<file path="src/rtl/pipeline_hazard_unit.sv">
// rtl/pipeline_hazard_unit.sv - in-order pipeline hazard detection, forwarding select and redirect flush control
module pipeline_hazard_unit #(
  parameter int ADDR_W         = 5,
  parameter int FWD_EN         = 1,
  parameter int REDIRECT_FLUSH = 1,
  parameter int CNT_W          = 16
) (
  input  logic              clk,
  input  logic              reset,
  input  logic              freeze_i,
  input  logic              id_valid_i,
  input  logic [ADDR_W-1:0] id_rs1_i,
  input  logic [ADDR_W-1:0] id_rs2_i,
  input  logic              id_uses_rs1_i,
  input  logic              id_uses_rs2_i,
  input  logic [ADDR_W-1:0] id_rd_i,
  input  logic              id_reg_write_i,
  input  logic              id_mem_read_i,
  input  logic              ex_redirect_i,
  input  logic              clr_counters_i,
  output logic              stall_o,
  output logic              flush_if_id_o,
  output logic              flush_id_ex_o,
  output logic [1:0]        fwd_a_o,
  output logic [1:0]        fwd_b_o,
  output logic [CNT_W-1:0]  stall_cnt_o,
  output logic [CNT_W-1:0]  flush_cnt_o
);

  typedef struct packed {
    logic              valid;
    logic [ADDR_W-1:0] rd;
    logic              reg_write;
    logic              mem_read;
  } entry_t;

  typedef enum logic {RUN, FLUSH} state_t;

  localparam logic [1:0] FLUSH_RELOAD = 2'(REDIRECT_FLUSH - 1);

  entry_t     ex_q, mem_q, wb_q;
  state_t     state_q, state_d;
  logic [1:0] cnt_q, cnt_d;

  logic ex_hit_a, ex_hit_b, mem_hit_a, mem_hit_b, wb_hit_a, wb_hit_b;
  logic hazard, redirect, bubble;

  // A producer only counts when it really writes a non-zero register the consumer reads
  function automatic logic src_match(input entry_t e, input logic used, input logic [ADDR_W-1:0] src);
    return used && e.valid && e.reg_write && (e.rd == src) && (e.rd != '0);
  endfunction

  // Youngest producer wins; a WB match reads the written-through regfile value
  function automatic logic [1:0] fwd_sel(input logic hit_ex, input logic hit_mem, input logic hit_wb);
    if (hit_ex)       return 2'b01;
    else if (hit_mem) return 2'b10;
    else if (hit_wb)  return 2'b00;
    else              return 2'b00;
  endfunction

  assign ex_hit_a  = src_match(ex_q,  id_uses_rs1_i, id_rs1_i);
  assign ex_hit_b  = src_match(ex_q,  id_uses_rs2_i, id_rs2_i);
  assign mem_hit_a = src_match(mem_q, id_uses_rs1_i, id_rs1_i);
  assign mem_hit_b = src_match(mem_q, id_uses_rs2_i, id_rs2_i);
  assign wb_hit_a  = src_match(wb_q,  id_uses_rs1_i, id_rs1_i);
  assign wb_hit_b  = src_match(wb_q,  id_uses_rs2_i, id_rs2_i);

  assign redirect = ex_redirect_i && !freeze_i;
  assign bubble   = stall_o || flush_id_ex_o || !id_valid_i;

  // Hazard: load-use only when forwarding, any in-flight producer otherwise
  always_comb begin
    hazard = 1'b0;
    if (FWD_EN != 0) begin
      hazard = id_valid_i && ex_q.mem_read && (ex_hit_a || ex_hit_b);
    end else begin
      hazard = id_valid_i && (ex_hit_a || ex_hit_b || mem_hit_a || mem_hit_b);
    end
  end

  // Control outputs and redirect FSM next state; freeze dominates, redirect beats hazard
  always_comb begin
    stall_o       = 1'b0;
    flush_if_id_o = 1'b0;
    flush_id_ex_o = 1'b0;
    state_d       = state_q;
    cnt_d         = cnt_q;
    if (!reset) begin
      if (freeze_i) begin
        stall_o = 1'b1;
      end else begin
        if (ex_redirect_i) begin
          flush_if_id_o = 1'b1;
          flush_id_ex_o = 1'b1;
          if (REDIRECT_FLUSH > 1) begin
            state_d = FLUSH;
            cnt_d   = FLUSH_RELOAD;
          end else begin
            state_d = RUN;
            cnt_d   = 2'd0;
          end
        end else begin
          if (hazard) begin
            stall_o       = 1'b1;
            flush_id_ex_o = 1'b1;
          end
          if (state_q == FLUSH) begin
            flush_if_id_o = 1'b1;
            if (cnt_q <= 2'd1) begin
              state_d = RUN;
              cnt_d   = 2'd0;
            end else begin
              cnt_d = cnt_q - 2'd1;
            end
          end
        end
      end
    end
  end

  // FSM state and flush down-counter
  always_ff @(posedge clk or posedge reset) begin
    if (reset) begin
      state_q <= RUN;
      cnt_q   <= 2'd0;
    end else begin
      state_q <= state_d;
      cnt_q   <= cnt_d;
    end
  end

  // Tracker shift and registered forwarding selects, held while frozen
  always_ff @(posedge clk or posedge reset) begin
    if (reset) begin
      ex_q    <= '0;
      mem_q   <= '0;
      wb_q    <= '0;
      fwd_a_o <= 2'b00;
      fwd_b_o <= 2'b00;
    end else if (!freeze_i) begin
      wb_q  <= mem_q;
      mem_q <= ex_q;
      if (bubble) begin
        ex_q <= '0;
      end else begin
        ex_q <= '{valid: 1'b1, rd: id_rd_i, reg_write: id_reg_write_i, mem_read: id_mem_read_i};
      end
      if (bubble || (FWD_EN == 0)) begin
        fwd_a_o <= 2'b00;
        fwd_b_o <= 2'b00;
      end else begin
        fwd_a_o <= fwd_sel(ex_hit_a, mem_hit_a, wb_hit_a);
        fwd_b_o <= fwd_sel(ex_hit_b, mem_hit_b, wb_hit_b);
      end
    end
  end

  // Saturating performance counters; clear wins over increment
  always_ff @(posedge clk or posedge reset) begin
    if (reset) begin
      stall_cnt_o <= '0;
      flush_cnt_o <= '0;
    end else if (clr_counters_i) begin
      stall_cnt_o <= '0;
      flush_cnt_o <= '0;
    end else begin
      if (stall_o && (stall_cnt_o != '1)) begin
        stall_cnt_o <= stall_cnt_o + CNT_W'(1);
      end
      if (redirect && (flush_cnt_o != '1)) begin
        flush_cnt_o <= flush_cnt_o + CNT_W'(1);
      end
    end
  end

endmodule

</file>
<file path="config.mk">
export PLATFORM = sky130hd
export DESIGN_NAME = pipeline_hazard_unit
export DESIGN_NICKNAME = d
export VERILOG_FILES = /design/src/rtl/pipeline_hazard_unit.sv
export SDC_FILE = /design/constraint.sdc
export NUM_CORES = 1
export LEC_CHECK = 0
export BUFFER_PORTS_ARGS = -buffer_cell sky130_fd_sc_hd__buf_4
export CORE_AREA = 2 2 79 81
export CTS_BUF_LIST = sky130_fd_sc_hd__clkbuf_4 sky130_fd_sc_hd__clkbuf_8 sky130_fd_sc_hd__clkbuf_16
export CTS_CLUSTER_SIZE = 25
export DETAILED_ROUTE_END_ITERATION = 16
export DIE_AREA = 0 0 81 83
export MAX_ROUTING_LAYER = met4
export PLACE_DENSITY = 0.74
export SLEW_MARGIN = 20
export SYNTH_ARGS = -nofsm -noshare
export SYNTH_HDL_FRONTEND = slang
export SYNTH_SLANG_ARGS = --single-unit
</file>
<file path="constraint.sdc">
create_clock -name clk -period 2.6 [get_ports clk]
set_input_delay 0 -clock clk [delete_from_list [all_inputs] [get_ports clk]]
set_output_delay 0 -clock clk [all_outputs]
set_load 0.02 [all_outputs]
</file>
# Yosys cells after proc, flatten, opt, wreduce, memory -nomap -nowiden
# Cells that the tools add are included.
totals:
  output_inout_bits: 39
  inputBits: 25
  ff_bits: 54
  wordCells: 86
op_classes:
  bitwise_logic: 2
  eq_ne: 6
  n_reduce_logical: 33
  addsub: 3
  mux: 28
  order_cmp: 1
op_table:
  columns: ["cell", "n"]
  rows:
  - ["$mux W16", 4]
  - ["$add A16 B1 Y16 const B", 2]
  - ["$ne A16 B16 Y1 const B", 2]
  - ["$logic_and A1 B1 Y1", 21]
  - ["$eq A5 B5 Y1", 4]
  - ["$mux W2", 9]
  - ["$mux W1", 14]
  - ["$reduce_bool A5 Y1", 2]
  - ["$mux W8", 1]
  - ["$reduce_bool A2 Y1", 3]
  - ["$logic_or A1 B1 Y1", 3]
  - ["$reduce_and A3 Y1", 1]
  - ["$le A2 B1 Y1 const B", 1]
  - ["$logic_not A1 Y1", 2]
  - ["$not A1 Y1", 2]
  - ["$reduce_and A2 Y1", 1]
  - ["$sub A2 B1 Y2 const B", 1]

# Longest topological paths before layout
logic_depth:
  ltp_word: 13
  ltp_mapped: 9
  ltp_nobuf: 7

# Worst setup path after synthesis
# OpenSTA, ideal clock, no wires.
synth_timing:
  path_kind: "reg-to-reg"
  start: "reg stall_cnt_o[0]"
  end: "reg stall_cnt_o[15]"
  path_stages_with_launch: 8
  setup_slack_ns: 0.408
  setup_time_ns: 0.078
  n_path_buf: 0
  required_time_ns: 2.522
  arrival_ns: 2.114
  period_less_slack_ns: 2.192
  cell_sequence: "dfrtp_1 > ha_1 > nand3_1 > nor3_1 > a211oi_1 > o31ai_4 > or4_1 > a21oi_1"
synth_via:
  elab_chain_cells: 3
  elab_cells_between_ends: 6
  cone_classes: "1 x add/sub; 1 x eq/ne; 2 x mux; 2 x reduce/logical"
synth_lines:
  columns: ["item", "line", "rtl"]
  rows:
  - ["start, declared", "26", "output logic [CNT_W-1:0] stall_cnt_o,"]
  - ["start signal, assigned", "168", "stall_cnt_o <= stall_cnt_o + CNT_W'(1);"]
  - ["$add A16 B1 Y16 or $ne A16 B16 Y1 (tied branches)", "168, 167", null]
  - ["$mux W16 or $logic_and A1 B1 Y1 (tied branches)", "167", "if (stall_o && (stall_cnt_o != '1)) begin"]
  - ["$mux W16 or $reduce_bool A2 Y1 (tied branches)", null, null]
# Parallel ways exist; a longest one is shown, timed or not. The select of a mux whose other input is x is not followed.
# A chain may end at the register's enable or synchronous reset.

# Final worst setup path
layout_timing:
  start: "reg ex_q[2] in the netlist's numbering"
  end: "out stall_o"
layout_via:
  elab_chain_cells: 9
  elab_cells_between_ends: 13
  cone_classes: "2 x eq/ne; 4 x mux; 7 x reduce/logical"
layout_lines:
  columns: ["item", "line", "rtl"]
  rows:
  - ["start, declared", "41", "entry_t ex_q, mem_q, wb_q;"]
  - ["start signal, assigned", "146", "ex_q <= '{valid: 1'b1, rd: id_rd_i, reg_write: id_reg_write_i, mem_read: id_mem_read_i};"]
  - ["$eq A5 B5 Y1", "50", "return used && e.valid && e.reg_write && (e.rd == src) && (e.rd != '0);"]
  - ["$logic_and A1 B1 Y1 (2 in a row)", "50", null]
  - ["$logic_or A1 B1 Y1 *", null, null]
  - ["$logic_and A1 B1 Y1 *", "75", "hazard = id_valid_i && ex_q.mem_read && (ex_hit_a || ex_hit_b);"]
  - ["$mux W1 *", "103", "if (hazard) begin"]
  - ["$mux W1 *", "92", "if (ex_redirect_i) begin"]
  - ["$mux W1 *", "89", "if (freeze_i) begin"]
  - ["$mux W1 *", "88", "if (!reset) begin"]
  - ["end, declared", "21", "output logic stall_o,"]
# Every way passes the cells marked *; elsewhere a longest branch is shown, timed or not.

==> impl_metrics.yaml <==
cts:
  clock_sinks: 54
  clock-root-buffer: "clkbuf_8"
  insertion_delay_ps: 310
  h-tree-depth: 2
  cts_tree: "yes"
  cts-buffers-inserted: 5
  cts.clk_slew.worst_paths_ps: 100
  cts_setup_buffers: 0
  clk_path_buf_depth: 2
synthesis:
  avgSynthCellArea_sq_um: 10.4
  synth_flop_cell: "dfrtp_1"
  synth_top_family_by_area: "simple AND/OR/NAND/NOR gates"
  synth-compound-area-share: 0.129
  yosysSeqAreaShare: 0.474
  synth_nets: 301
  syn_area_sq_mm: 0.00285
  synth_edf_count: 0
  synth_mux_area_frac: 0.0465
  synthArstFlopShare: 1.00
  synthXorXnorAreaFrac: 0.107
  synth-seq-cells: 54
  synth_cells: 274
  yosys.area_share.simple: 0.200
  synth.distinct_cells: 45
  synth-adder-area-share: 0.00877
  yosysWarningCount: 0
route:
  via_per_inst: 5.50
  avgRoutedWirePerCell_um: 15.1
  routed_wl_um: 6370
  drt_iter0_markers: 156
  drc: 0
  firstDrtPassIters: 4
  detail-route-antenna-nets: 0
  vias: 2319
setup_path:
  r2r_start: "ex_q[2]$_DFFE_PP0N_"
  arrival_ps: 2400
  crit_fanout: 7
  required_ps: 2600
  startpoint_type: "flip-flop"
  critical_path_class: "flip-flop to output port"
  end_kind: "output port"
  cp-startpoint: "ex_q[2]$_DFFE_PP0N_"
timing:
  hold_viol_final: 0
  final-setup-viol-count: 0
  finalSetupTns_ps: 0
  holdWs_ps: 59.6
  finalCritPeriodShare: 0.924
  fin_crit_ps: 2400
  tightest_slew_ps: 627
  rsz0062_at_grt: "no"
  worst_slack_ps: 198
  maxSlewViolCount: 0
  relSlewSlack: 0.579
  fin_skew_ps: 8.09
  maxClockFrequency_mhz: 416
finish:
  fillers: 511
  regArea_sq_mm: 0.00135
  n_antenna_cell: 0
  area_growth_pct: 24.7
  nNetsFinal: 373
  multi_input_area_sq_mm: 0.00141
  drive_gt1_frac: 0.274
  final_cells: 422
global_routing:
  grt_use_total: 0.211
  grt_overflow: 0
  antenna_found_initial: 0
  grt_max_degree: 38
  grt_pass1_vias: 2267
  grt_pass1_wl_um: 11000
hold_path:
  hp-class: "input pin to flip-flop"
  hold_start: "ex_redirect_i"
status:
  status: "completed"
die:
  start_util: 0.491
  std_cell_rows: 28
  die_area_sq_mm: 0.00672
  die-width_um: 81
  num_io_pins: 64
  die_h_um: 83
  core_area_sq_mm: 0.00582
place:
  portBuffers: 63
  dp_slack_ps: 181
  dp.cells: 406
  dp_hpwl_um: 4550
  place_congestion: 0.874
power:
  totalPowerFinal_mw: 1.58
  leakagePower_nw: 1.62
  powerDensity_mw_per_mm2: 443
  ir_worst_vdd_mv: 0.304
job:
  cap_violations: 0
==> cells by family after synthesis <==
| kind of cell | Yosys count |
|---|---|
| compound gates | 52 |
| xor+xnor | 35 |
| fa+ha+maj | 2 |
| buf+inv | 16 |
| flops | 54 |
| mux | 12 |
| simple gates | 103 |
==> critical path, cell delays in order (launching register included) <==
cell	delay (ps)
dfrtp_1	460
xnor2_1	170
nand4_1	120
nor4_2	560
o211ai_2	260
o21a_1	220
nor2_1	130
buf_4	170
==> layer usage <==
metal,wire length [um],global-route usage,up-vias
met2,3030,0.316,49
li1,-,-,1142
met5,0,-,-
met4,117,0.0693,0
met3,274,0.0446,16
met1,2950,0.286,1112
==> registers in the layout, summed over array words and instances (netlist names) <==
signal,flops
fwd_b_o,2
state_q,1
cnt_q,2
flush_cnt_o,16
ex_q,8
stall_cnt_o,16
mem_q,7
fwd_a_o,2
==> where the power goes <==
part | switching [mW] | leakage [nW] | total (mW) | internal (mW)
combinational | 0.101 | 0.831 | 0.200 | 0.0981
sequential | 0.0290 | 0.741 | 0.892 | 0.863
clock | 0.271 | 0.0472 | 0.485 | 0.215
==> repair_timing <==
item / 4_1_cts / 5_1_grt
endpoints found under the setup margin: 0 / 1
hold buffers: 8 / 0
resized for setup: 0 / 1
endpoints found under the hold margin: 28 / 0
==> cells in the mapped netlist, types with 2 or more instances <==
library cell / count / area, sq um
nor2b_1: 3 / 18.8
o211ai_1: 2 / 15.0
o31ai_1: 4 / 30.0
nor4_1: 2 / 12.5
nand4_1: 9 / 56.3
and2_1: 2 / 12.5
o21ai_0: 7 / 35.0
nand2_1: 14 / 52.6
xor2_1: 19 / 166
nor4_2: 2 / 25.0
nor3_1: 6 / 30.0
and3_1: 4 / 25.0
nand3_1: 14 / 70.1
o21a_1: 2 / 15.0
a22o_1: 10 / 87.6
dfrtp_1: 54 / 1350
ha_1: 2 / 25.0
mux2i_1: 2 / 20.0
a21oi_1: 16 / 80.1
nor2_1: 23 / 86.3
and4_1: 4 / 35.0
a21boi_0: 3 / 22.5
xnor2_1: 16 / 140
inv_1: 5 / 18.8
clkbuf_1: 5 / 18.8
or4_1: 8 / 60.1
mux2_2: 10 / 113
buf_6: 4 / 45.0
or3_1: 6 / 37.5
==> path summary, 6_finish.rpt <==
check	end	slack, ps	cells past startpoint
min in group asynchronous	fwd_b_o[0]$_DFFE_PP0N_	320	3
worst min register to register	ex_q[7]$_DFFE_PP0N_	520	1
worst min-delay path	cnt_q[1]$_DFFE_PP0P_	60	4
worst max register to register	stall_cnt_o[15]$_DFFE_PP0P_	200	7
max in group asynchronous	stall_cnt_o[1]$_DFFE_PP0P_	1660	4
worst max-delay path	stall_o	200	7
==> placed cells by master (no fill, tap or decap), types with 2 or more instances in the layout <==
| master | instances |
|---|---|
| nand3_1 | 14 |
| buf_4 | 68 |
| nand2_1 | 14 |
| and2_1 | 2 |
| and4_1 | 4 |
| nor3_1 | 6 |
| nor2b_1 | 3 |
| o31ai_1 | 4 |
| inv_1 | 4 |
| clkbuf_8 | 6 |
| nor2_1 | 23 |
| xnor2_1 | 16 |
| a21boi_0 | 3 |
| nand4_1 | 9 |
| a22o_1 | 10 |
| or4_1 | 8 |
| nor4_1 | 2 |
| o21a_1 | 2 |
| xor2_1 | 19 |
| mux2i_1 | 2 |
| o211ai_1 | 2 |
| ha_1 | 2 |
| mux2_2 | 10 |
| and3_1 | 4 |
| dlygate4sd3_1 | 8 |
| dfrtp_1 | 54 |
| nor4_2 | 2 |
| or3_1 | 6 |
| a21oi_1 | 16 |
| o21ai_0 | 7 |
==> through the flow <==
step,cell area [sq um],util
floorplan,2850,-
global placement,3380,0.581
detailed placement,3380,0.581
CTS,3550,0.611
global route,3560,0.612
finish,3560,0.612
==> final cells by class <==
class | instances | area share
multi-input combinational | 204 | 0.396
sequential | 54 | 0.380
timing repair buffer | 76 | 0.166
tap | 75 | 0.0264
clock buffer | 6 | 0.0232
inverter | 5 | 0.00527
clock inverter | 2 | 0.00352
(Power assumes the default switching activity.)
